--- config.mk ---
export PLATFORM = sky130hd
export DESIGN_NAME = dmem_arbiter
export DESIGN_NICKNAME = d
export VERILOG_FILES = /design/src/rtl/dmem_arbiter.sv
export SDC_FILE = /design/constraint.sdc
export NUM_CORES = 1
export LEC_CHECK = 0
export CORE_AREA = 2 2 85 87
export DETAILED_ROUTE_END_ITERATION = 10
export DIE_AREA = 0 0 87 89
export HOLD_SLACK_MARGIN = 0.02
export PLACE_DENSITY = 0.82
export SYNTH_ARGS = -nofsm -noshare
export SYNTH_HDL_FRONTEND = slang
export SYNTH_SLANG_ARGS = --single-unit
--- constraint.sdc ---
create_clock -name clk -period 4.3 [get_ports clk]
set_input_delay 0.645 -clock clk [delete_from_list [all_inputs] [get_ports clk]]
set_output_delay 0.645 -clock clk [all_outputs]
set_load 0.005 [all_outputs]
--- src/rtl/dmem_arbiter.sv ---
// dmem_arbiter: shares the data-memory port between the CPU and NREQ peripherals,
// with starvation-bounded CPU priority, round-robin peripherals and an I/O write guard.
module dmem_arbiter #(
   parameter int NREQ = 2,
   parameter int STARVE_LIMIT = 7,
   parameter int WR_TOP = 1011
) (
   input  logic              clk,
   input  logic              rst_n,
   input  logic              cpu_req,
   input  logic              cpu_we,
   input  logic [9:0]        cpu_addr,
   input  logic [23:0]       cpu_wdata,
   output logic              cpu_stall,
   output logic [23:0]       cpu_rdata,
   input  logic [NREQ-1:0]   p_req,
   input  logic [NREQ-1:0]   p_we,
   input  logic [NREQ*10-1:0] p_addr,
   input  logic [NREQ*24-1:0] p_wdata,
   output logic [NREQ-1:0]   p_ack,
   output logic [23:0]       p_rdata,
   output logic [9:0]        mem_addr,
   output logic              mem_we,
   output logic [23:0]       mem_wdata,
   input  logic [23:0]       mem_rdata,
   output logic              wr_err
);
   localparam int PW = NREQ > 1 ? $clog2(NREQ) : 1;
   localparam int CW = $clog2(STARVE_LIMIT + 1) > 3 ? $clog2(STARVE_LIMIT + 1) : 3;

   logic [PW-1:0] rrPtr, starveSel, rrSel, sel, idx;
   logic [CW-1:0] starveCnt [NREQ];
   logic [9:0]    pAddr [NREQ];
   logic [23:0]   pData [NREQ];
   logic          starveHit, rrHit, pGnt, cpuGnt, gWe;

   for (genvar i = 0; i < NREQ; i++) begin : gUnpack
      assign pAddr[i] = p_addr[i*10 +: 10];
      assign pData[i] = p_wdata[i*24 +: 24];
   end

   // scan from rrPtr backwards so the first candidate at/after rrPtr wins
   always_comb begin
      starveHit = 1'b0;
      rrHit = 1'b0;
      starveSel = '0;
      rrSel = '0;
      idx = '0;
      for (int k = NREQ - 1; k >= 0; k--) begin
         idx = PW'((int'(rrPtr) + k) % NREQ);
         if (p_req[idx] && starveCnt[idx] == CW'(STARVE_LIMIT)) begin
            starveHit = 1'b1;
            starveSel = idx;
         end
         if (p_req[idx]) begin
            rrHit = 1'b1;
            rrSel = idx;
         end
      end
   end

   assign sel       = starveHit ? starveSel : rrSel;
   assign pGnt      = rst_n && (starveHit || (!cpu_req && rrHit));
   assign cpuGnt    = rst_n && cpu_req && !starveHit;
   assign mem_addr  = cpuGnt ? cpu_addr : pGnt ? pAddr[sel] : '0;
   assign mem_wdata = cpuGnt ? cpu_wdata : pGnt ? pData[sel] : '0;
   assign gWe       = cpuGnt ? cpu_we : pGnt && p_we[sel];
   assign mem_we    = gWe && mem_addr <= 10'(WR_TOP);
   assign wr_err    = gWe && mem_addr > 10'(WR_TOP);
   assign p_ack     = pGnt ? NREQ'(1) << sel : '0;
   assign cpu_stall = cpu_req && !cpuGnt;
   assign cpu_rdata = mem_rdata;
   assign p_rdata   = mem_rdata;

   always_ff @(posedge clk or negedge rst_n) begin
      if (!rst_n) begin
         rrPtr <= '0;
         for (int i = 0; i < NREQ; i++) starveCnt[i] <= '0;
      end else begin
         if (pGnt) rrPtr <= PW'((int'(sel) + 1) % NREQ);
         for (int i = 0; i < NREQ; i++)
            starveCnt[i] <= ((pGnt && sel == PW'(i)) || !p_req[i]) ? '0 :
                            starveCnt[i] + ((starveCnt[i] != CW'(STARVE_LIMIT)) ? CW'(1) : CW'(0));
      end
   end
endmodule

---- After elaboration in Yosys (flattened, before gate mapping) ----
Index checks and enable logic that the tools add are counted.
W data, S select, Z words.
word-level totals
  input port bits ......................... 134
  word-level logic and storage cells ...... 81
  output and inout bits ................... 87
  register bits after elaboration ......... 7
operators by class
  bitwise operators ....................... 4
  mux-type cells .......................... 37
  shift-type cells ........................ 1
  $lt $le $gt $ge ......................... 8
  equal/unequal tests ..................... 4
  add/sub/neg operators ................... 4
  reductions and logical operators ........ 20
operators by type and width
  cell                    number
  $mux W24                5
  $mux W10                5
  $mux W3                 8
  $mux W1                 18
  $logic_and A1 B1 Y1     12
  $gt A10 B10 Y1 const B  1
  $le A10 B10 Y1 const B  1
  $add A3 B1 Y3           2
  $eq A3 B3 Y1 const B    2
  $ge A2 B2 Y1 const B    3
  $lt A1 B2 Y1 const B    3
  $ne A3 B3 Y1 const B    2
  $not A1 Y2              3
  $logic_not A1 Y1        5
  $logic_or A1 B1 Y1      3
  $add A1 B1 Y1 const B   2
  $mux W2                 1
  $shl A1 B1 Y2 const A   1
  $not A1 Y1              1

---- Longest topological paths before layout ----
  depth after elaboration ................. 18
  mapped depth ............................ 10
  mapped depth without buffers ............ 8

---- Least setup slack after synthesis ----
Ideal clock, no wire load.
  path type ............................... input -> output
  start point ............................. input p_req[1]
  end point ............................... output mem_wdata[15]
  buffers on the path ..................... 3
  arrival ................................. 2.090 ns
  slack ................................... 1.565 ns
  cell stages on the path ................. 10
  required time ........................... 3.655 ns
  path through ............................ clkbuf_1 o21ai_1 a21oi_1 and2_1 nor2_2 inv_2 buf_4 buf_6 a222oi_1 inv_1
on the way
  cells in the longest elaborated chain, start to end .. 12
RTL lines
  element                                      line    source
  from (decl)                                  16      input logic [NREQ-1:0] p_req,
  $mux W1 (implied by the code) (2 in a row)   51, 55
  $logic_and A1 B1 Y1                          51      if (p_req[idx] && starveCnt[idx] == CW'(STARVE_LIMIT)) begin
  $mux W1 (2 in a row)                         51
  $mux W1                                      62      assign sel = starveHit ? starveSel : rrSel;
  $not A1 Y2 (implied by the code)             66      assign mem_wdata = cpuGnt ? cpu_wdata : pGnt ? pData[sel] : '0;
  $mux W24 (implied by the code) (3 in a row)  66
  $mux W24                                     66
  $mux W24 (*)                                 66
  to (decl)                                    24      output logic [23:0] mem_wdata,
Mark *: on every way between the ends. The rest lies on a longest branch, timed or not. The select of a mux whose other input is x is not followed.

---- Worst setup path in the final report ----
  start point ............................. input p_req[0]
  end point ............................... output wr_err
on the way
  cells in the longest elaborated chain, start to end .. 14
RTL lines
  element                                      line    source
  $mux W1 (implied by the code) (2 in a row)   51, 55
  $logic_and A1 B1 Y1                          51
  $mux W1 (2 in a row)                         51
  $mux W1                                      62
  $not A1 Y2 (implied by the code)             65      assign mem_addr = cpuGnt ? cpu_addr : pGnt ? pAddr[sel] : '0;
  $mux W10 (implied by the code) (3 in a row)  65
  $mux W10 (2 in a row)                        65
  $gt A10 B10 Y1                               69      assign wr_err = gWe && mem_addr > 10'(WR_TOP);
  $logic_and A1 B1 Y1 (*)                      69
  to (decl)                                    26      output logic wr_err
Marks and branches as above.

==> run metrics <==
clk buf depth 2; DR pass1 iterations 5; commonest non-fill, non-tap cell in the layout clkdlybuf4s50_1; Clock Latency Late Sink 0.22 ns; CTS tree done; mean cell area of the mapped netlist 8.04 um^2; Sink Count 7; Ports 221; Max-slew headroom 48.4%; HP Class reg -> reg; Detail Placement HPWL 4790 um; filler cell count 673; Clock Skew 0.00266 ns; Critical Path Sink Type output port; first-pass GRT wire length 8220 um; Worst Setup EP wr_err; wire per inst 15.6 um; Avg Vias per Cell 5.09; synth-to-layout area growth 81.6%; Final Hold Fails 0; predominant post-synthesis flop cell dfrtp_1; reg2reg start starveCnt[2]$_DFF_PN0_; top-area cell type share of the netlist area around 24%; Final setup viols 0; Peak VDD IR approximately 0.000087 V; Resized Gates After CTS 0; final max-slew violation count 0; synthesized flop and latch total 7; H-tree Lvls 1; Placed Instances approximately 360; vias in the first global route roughly 1800; non-filler cells, final 367; PwrDens 157 nW/um^2; synthesized net count 327; sequential area share after synthesis 11.5%; LEAKAGE 1.24 nW; CTS Buf Count 3; Slew @ Worst Pin a little under 0.8 ns; # rows 30; initial antenna violation count 0; die area 7740 um^2; Post-synth EDFFs 0; RSZ-0062 raised after global routing false; R2R Setup Slk 2.27 ns; GPL Wtd Cong 0.850; GRT Total Usage 13.3%; vias post-DR about 1900; hold-fix buffers at CTS 0; Ys Warns 0; worst r2r path cells 7; Post-Syn Area 1520 um^2; Mapped Cells 189; sequential cell area approximately 180 um^2; Multi-input gate area 800 um^2; Placement Cell Area 2710 um^2; Crit Path Max Fanout 13; Die W 87 um; CP Class in -> out; start point of the critical path p_req[0]; most frequent cells in the layout clkdlybuf4s50_1, a222oi_1, inv_1, dfrtp_1; Design Area, Final 2760 um^2; Overflow after GRT 0; setup TNS 0 ns; post-CTS setup buffers 0; Core ar. 6720 um^2; Routed Antenna Nets 0; synth unique cells between 40 and 50; chip height 89 um; RR Endpoint starveCnt[5]$_DFF_PN0_; Initial Utilization 22.6%; layout cells sized above 1 under 10%; crit path DAT 3.42 ns; cell taking the most area after synthesis buf_4; Final Critical Period 4.06 ns; Routed WL 5720 um; largest net degree at the start of global routing 23; clk slew on worst S/H paths 0.04 ns; Critical Path Source Type input pin; Root Buffer clkbuf_8; Synth area leaders buf_4, a222oi_1, dfrtp_1; Buffers on Ports 148; CP Data Required Time 3.65 ns; Max-Cap Viols 0; Max Freq 246 MHz; final cycle utilization of the critical path 94.5%; Final #Nets 426; Post-route DRC 0; Synth async-reset ratio 100%; Iteration-0 DRC Markers between 150 and 200; status finished, final reports clean; ANT cells 0
==> routing by layer <==
metal	global-route usage (%)	vias up	wire [um]
li1	-	871	-
met1	13.3	844	1900
met2	25.9	130	3050
met3	3.69	23	588
met4	5.54	0	174
met5	0	-	0
==> synth_stat cells, types with 2 or more instances <==
| cell | count |
|---|---|
| inv_1 | 27 |
| a222oi_1 | 27 |
| and2_1 | 3 |
| o21ai_0 | 2 |
| clkbuf_1 | 7 |
| dfrtp_1 | 7 |
| nand4_1 | 4 |
| a221o_1 | 6 |
| a211o_1 | 3 |
| a21boi_0 | 2 |
| nor3_1 | 3 |
| and3_1 | 5 |
| nor2_1 | 3 |
| and3b_1 | 2 |
| inv_2 | 3 |
| buf_6 | 3 |
| nand2_1 | 4 |
| ha_1 | 4 |
| a22o_1 | 3 |
| buf_4 | 49 |
| xnor2_1 | 2 |
==> area by class of cell <==
cell class	instances	share of cell area, %
repair buffers	154	55.3
multi-input cells	92	29.0
flip-flops and latches	7	6.35
inverters	30	4.08
well taps	80	3.63
clock buffers	4	1.63
==> logic make-up after synthesis <==
logic type               count (synthesis)  synth area share, %
AND/OR/NAND/NOR                         35                 15.3
AO/OA/AOI/OAI                           51                 32.9
adder cells (fa/ha/maj)                  4                 3.30
flip-flops                               7                 11.5
XOR/XNOR                                 2                 1.15
buffers and inverters                   90                 35.8
==> where the power goes <==
part           switching [mW]  total [mW]  internal (mW)
sequential            0.00927      0.0825         0.0732
combinational          0.0833       0.260          0.177
clock                  0.0260      0.0899         0.0639
total                   0.119       0.432          0.314
==> state kept, by name (all words and copies together) (netlist names) <==
register   cells
rrPtr          1
starveCnt      6
==> worst min-delay path by stage <==
stage,startpoint,endpoint,cells past startpoint
after global placement,starveCnt[2]$_DFF_PN0_,starveCnt[2]$_DFF_PN0_,2
after floorplan,rst_n,rrPtr$_DFFE_PN0P_,0
after global routing,starveCnt[5]$_DFF_PN0_,starveCnt[5]$_DFF_PN0_,2
after CTS,starveCnt[2]$_DFF_PN0_,starveCnt[2]$_DFF_PN0_,2
final,starveCnt[2]$_DFF_PN0_,starveCnt[2]$_DFF_PN0_,2
after detailed placement,starveCnt[2]$_DFF_PN0_,starveCnt[2]$_DFF_PN0_,2
==> worst max-delay path, cell delays in order <==
cell and delay, ns:
clkdlybuf4s50_1 0.62, inv_2 0.10, o41ai_2 0.46, and2_1 0.26, nor2_2 0.07, inv_2 0.22
a221o_1 0.23, nand2_1 0.06, and4bb_1 0.26, clkdlybuf4s50_1 0.50
==> metrics by stage <==
step / hold slack, ns / power (mW) / utilization [%] / worst slack [ns]
global placement: 0.566 / 0.340 / 40.4 / 0.352
global route: 0.609 / 0.462 / 41.1 / 0.0691
detailed placement: 0.586 / 0.345 / 40.4 / 0.249
floorplan: 0.349 / 0.201 / - / 1.56
finish: 0.577 / 0.432 / 41.1 / 0.235
CTS: 0.590 / 0.439 / 41.1 / 0.239
Note: power is estimated with default switching activity, not from simulation.
==> patch: new RTL, same settings <==
`STARVE_LIMIT`: 7 -> 14.
--- a/src/rtl/dmem_arbiter.sv
+++ b/src/rtl/dmem_arbiter.sv
@@ -4,3 +4,3 @@
    parameter int NREQ = 2,
-   parameter int STARVE_LIMIT = 7,
+   parameter int STARVE_LIMIT = 14,
    parameter int WR_TOP = 1011
Formal check against the unedited RTL: not equivalent (Yosys sat finds a counterexample within 10 cycles, from zero or initial values and one cycle with rst_n low).
==> patch against the unedited design <==
Area after synthesis rose by 17%. Design area rose by 11%. Routed wire length rose by 23%. Sequential cell count rose by 2. Clock skew fell by 1.6 ps. Power rose by 14%. Sequential power rose by 24%. Setup slack improved by 160 ps. Critical path type unchanged.
==> patch: results (changes against the unedited design) <==
- Via count: 2,049 (was 1,868)
- Sequential area share after synthesis: 12.7% (was 11.5%)
- Worst Tran Pin Value: 480 ps (was 768 ps)
- Area of placed instances: 0.00301 mm^2 (was 0.00271 mm^2)
- Filler cells: 652 (was 673)
- Leak Pwr: 1.28 nW (was 1.24 nW)
- Max Clock Skew: 1.05 ps (was 2.66 ps)
- Vias in the first global route: 2,096 (was 1,819)
- GR Util All Layers: 16.5% (was 13.3%)
- Worst r2r path cells: 6 (was 7)
- Layout Nets: 481 (was 426)
- Initial DRC count: 66 (was 188)
- Ratio of cells with drive above 1 in the final layout: 6.18% (was 7.32%)
- Mapped Nets: 380 (was 327)
- Synth Area per Inst: 7.41 um^2 (was 8.04 um^2)
- Status: complete, no violations (unchanged)
- Yosys cell types: 37 (was 41)
- Antenna cells: 0 (unchanged)
- CTS buffer count: 3 (unchanged)
- Top flop regs: starveCnt (8), rrPtr (1) (was starveCnt (6), rrPtr (1))
- DRT Pass-1 Iters: 4 (was 5)
- Top cells by count, synth: buf_4, nand2_1, o21ai_0 (was buf_4, a222oi_1, inv_1)
- Post-CTS Resized: 0 (unchanged)
- Commonest non-fill, non-tap cell in the layout: clkdlybuf4s50_1 (unchanged)
- Reg2Reg Setup Slack: 2250 ps (was 2270 ps)
- Hpwl dp: 5.89 mm (was 4.79 mm)
- CTS clk-pin slew, worst paths: 50 ps
- Pin count of the biggest net entering global routing: 28 (was 23)
- Area contributors post-synth: buf_4, mux2i_1, dfrtp_1 (was buf_4, a222oi_1, dfrtp_1)
- Crit Reg-Reg Startpoint: starveCnt[4]$_DFF_PN0_ (was starveCnt[2]$_DFF_PN0_)
- GPL Wtd Cong: 0.792 (was 0.850)
- Reg2reg end: starveCnt[6]$_DFF_PN0_ (was starveCnt[5]$_DFF_PN0_)
- First-pass GRT wire length: 10.1 mm (was 8.22 mm)
- Final wirelength: 7.04 mm (was 5.72 mm)
- Hold_sp: starveCnt[3]$_DFF_PN0_ (was starveCnt[2]$_DFF_PN0_)
- Peak supply drop: 0.114 mV (was 0.0870 mV)
- Vias per inst: 4.88 (was 5.09)
- Max Fanout on Critical Path: 27 (was 13)
- Inst Count DP: 416 (was 363)
- Max H-tree Level: 1 (unchanged)
- FF/Latch Area: 225 um^2 (was 175 um^2)
- Worst hold endpoint: starveCnt[3]$_DFF_PN0_ (was starveCnt[2]$_DFF_PN0_)
- Arrival time worst endpoint: 3260 ps (was 3420 ps)
[patch: logic make-up after synthesis]
group | after synthesis | share of synthesized area [%]
adder cells (fa/ha/maj) | 6 | 4.22
AO/OA/AOI/OAI | 57 | 21.0
multiplexers | 31 | 17.5
XOR/XNOR | 4 | 1.97
AND/OR/NAND/NOR | 68 | 17.9
flip-flops | 9 | 12.7
buffers and inverters | 65 | 24.7
[patch: how the worst max path moves through the flow]
| stage | start | end | slack, ps | cells past startpoint |
|---|---|---|---|---|
| floorplan | p_req[0] | mem_we | 1600 | 7 |
| global placement | rst_n | wr_err | 370 | 9 |
| detailed placement | rst_n | wr_err | 310 | 9 |
| CTS | rst_n | wr_err | 300 | 9 |
| global route | rst_n | wr_err | 110 | 9 |
| finish | rst_n | wr_err | 400 | 9 |
[patch: per-layer routing]
metal | vias up | wire length (um) | track usage [%]
met5 | - | 0 | 0
met2 | 107 | 3560 | 30.2
met4 | 0 | 234 | 7.53
met1 | 922 | 2620 | 17.8
met3 | 35 | 623 | 4.34
li1 | 985 | - | -
[patch: layout make-up]
class / instances / area share [%]
repair buffers: 155 / 50.6
flip-flops and latches: 9 / 7.37
well taps: 80 / 3.27
clock buffers: 3 / 1.35
multi-input cells: 166 / 36.5
clock inverters: 1 / 0.164
inverters: 6 / 0.737
[patch: per-stage QoR]
stage / setup slack (ps) / hold WS [ps]
final: 397 / 592
after global routing: 107 / 598
after CTS: 300 / 587
after detailed placement: 310 / 570
after global placement: 374 / 567
after floorplan: 1600 / 349
[patch: worst max-delay path, stage by stage]
cell and delay [ps]:
clkdlybuf4s50_1 620, and2_1 170, o221a_2 320, buf_4 340
nand2_1 100, o211ai_1 150, nand2_1 110, nor4_2 240
clkdlybuf4s50_1 570
[patch: where the power goes]
part | internal, mW | leakage, nW | switching, mW
clock | 0.0634 | 0.0255 | 0.0360
sequential | 0.0916 | 0.118 | 0.0104
combinational | 0.188 | 1.14 | 0.103
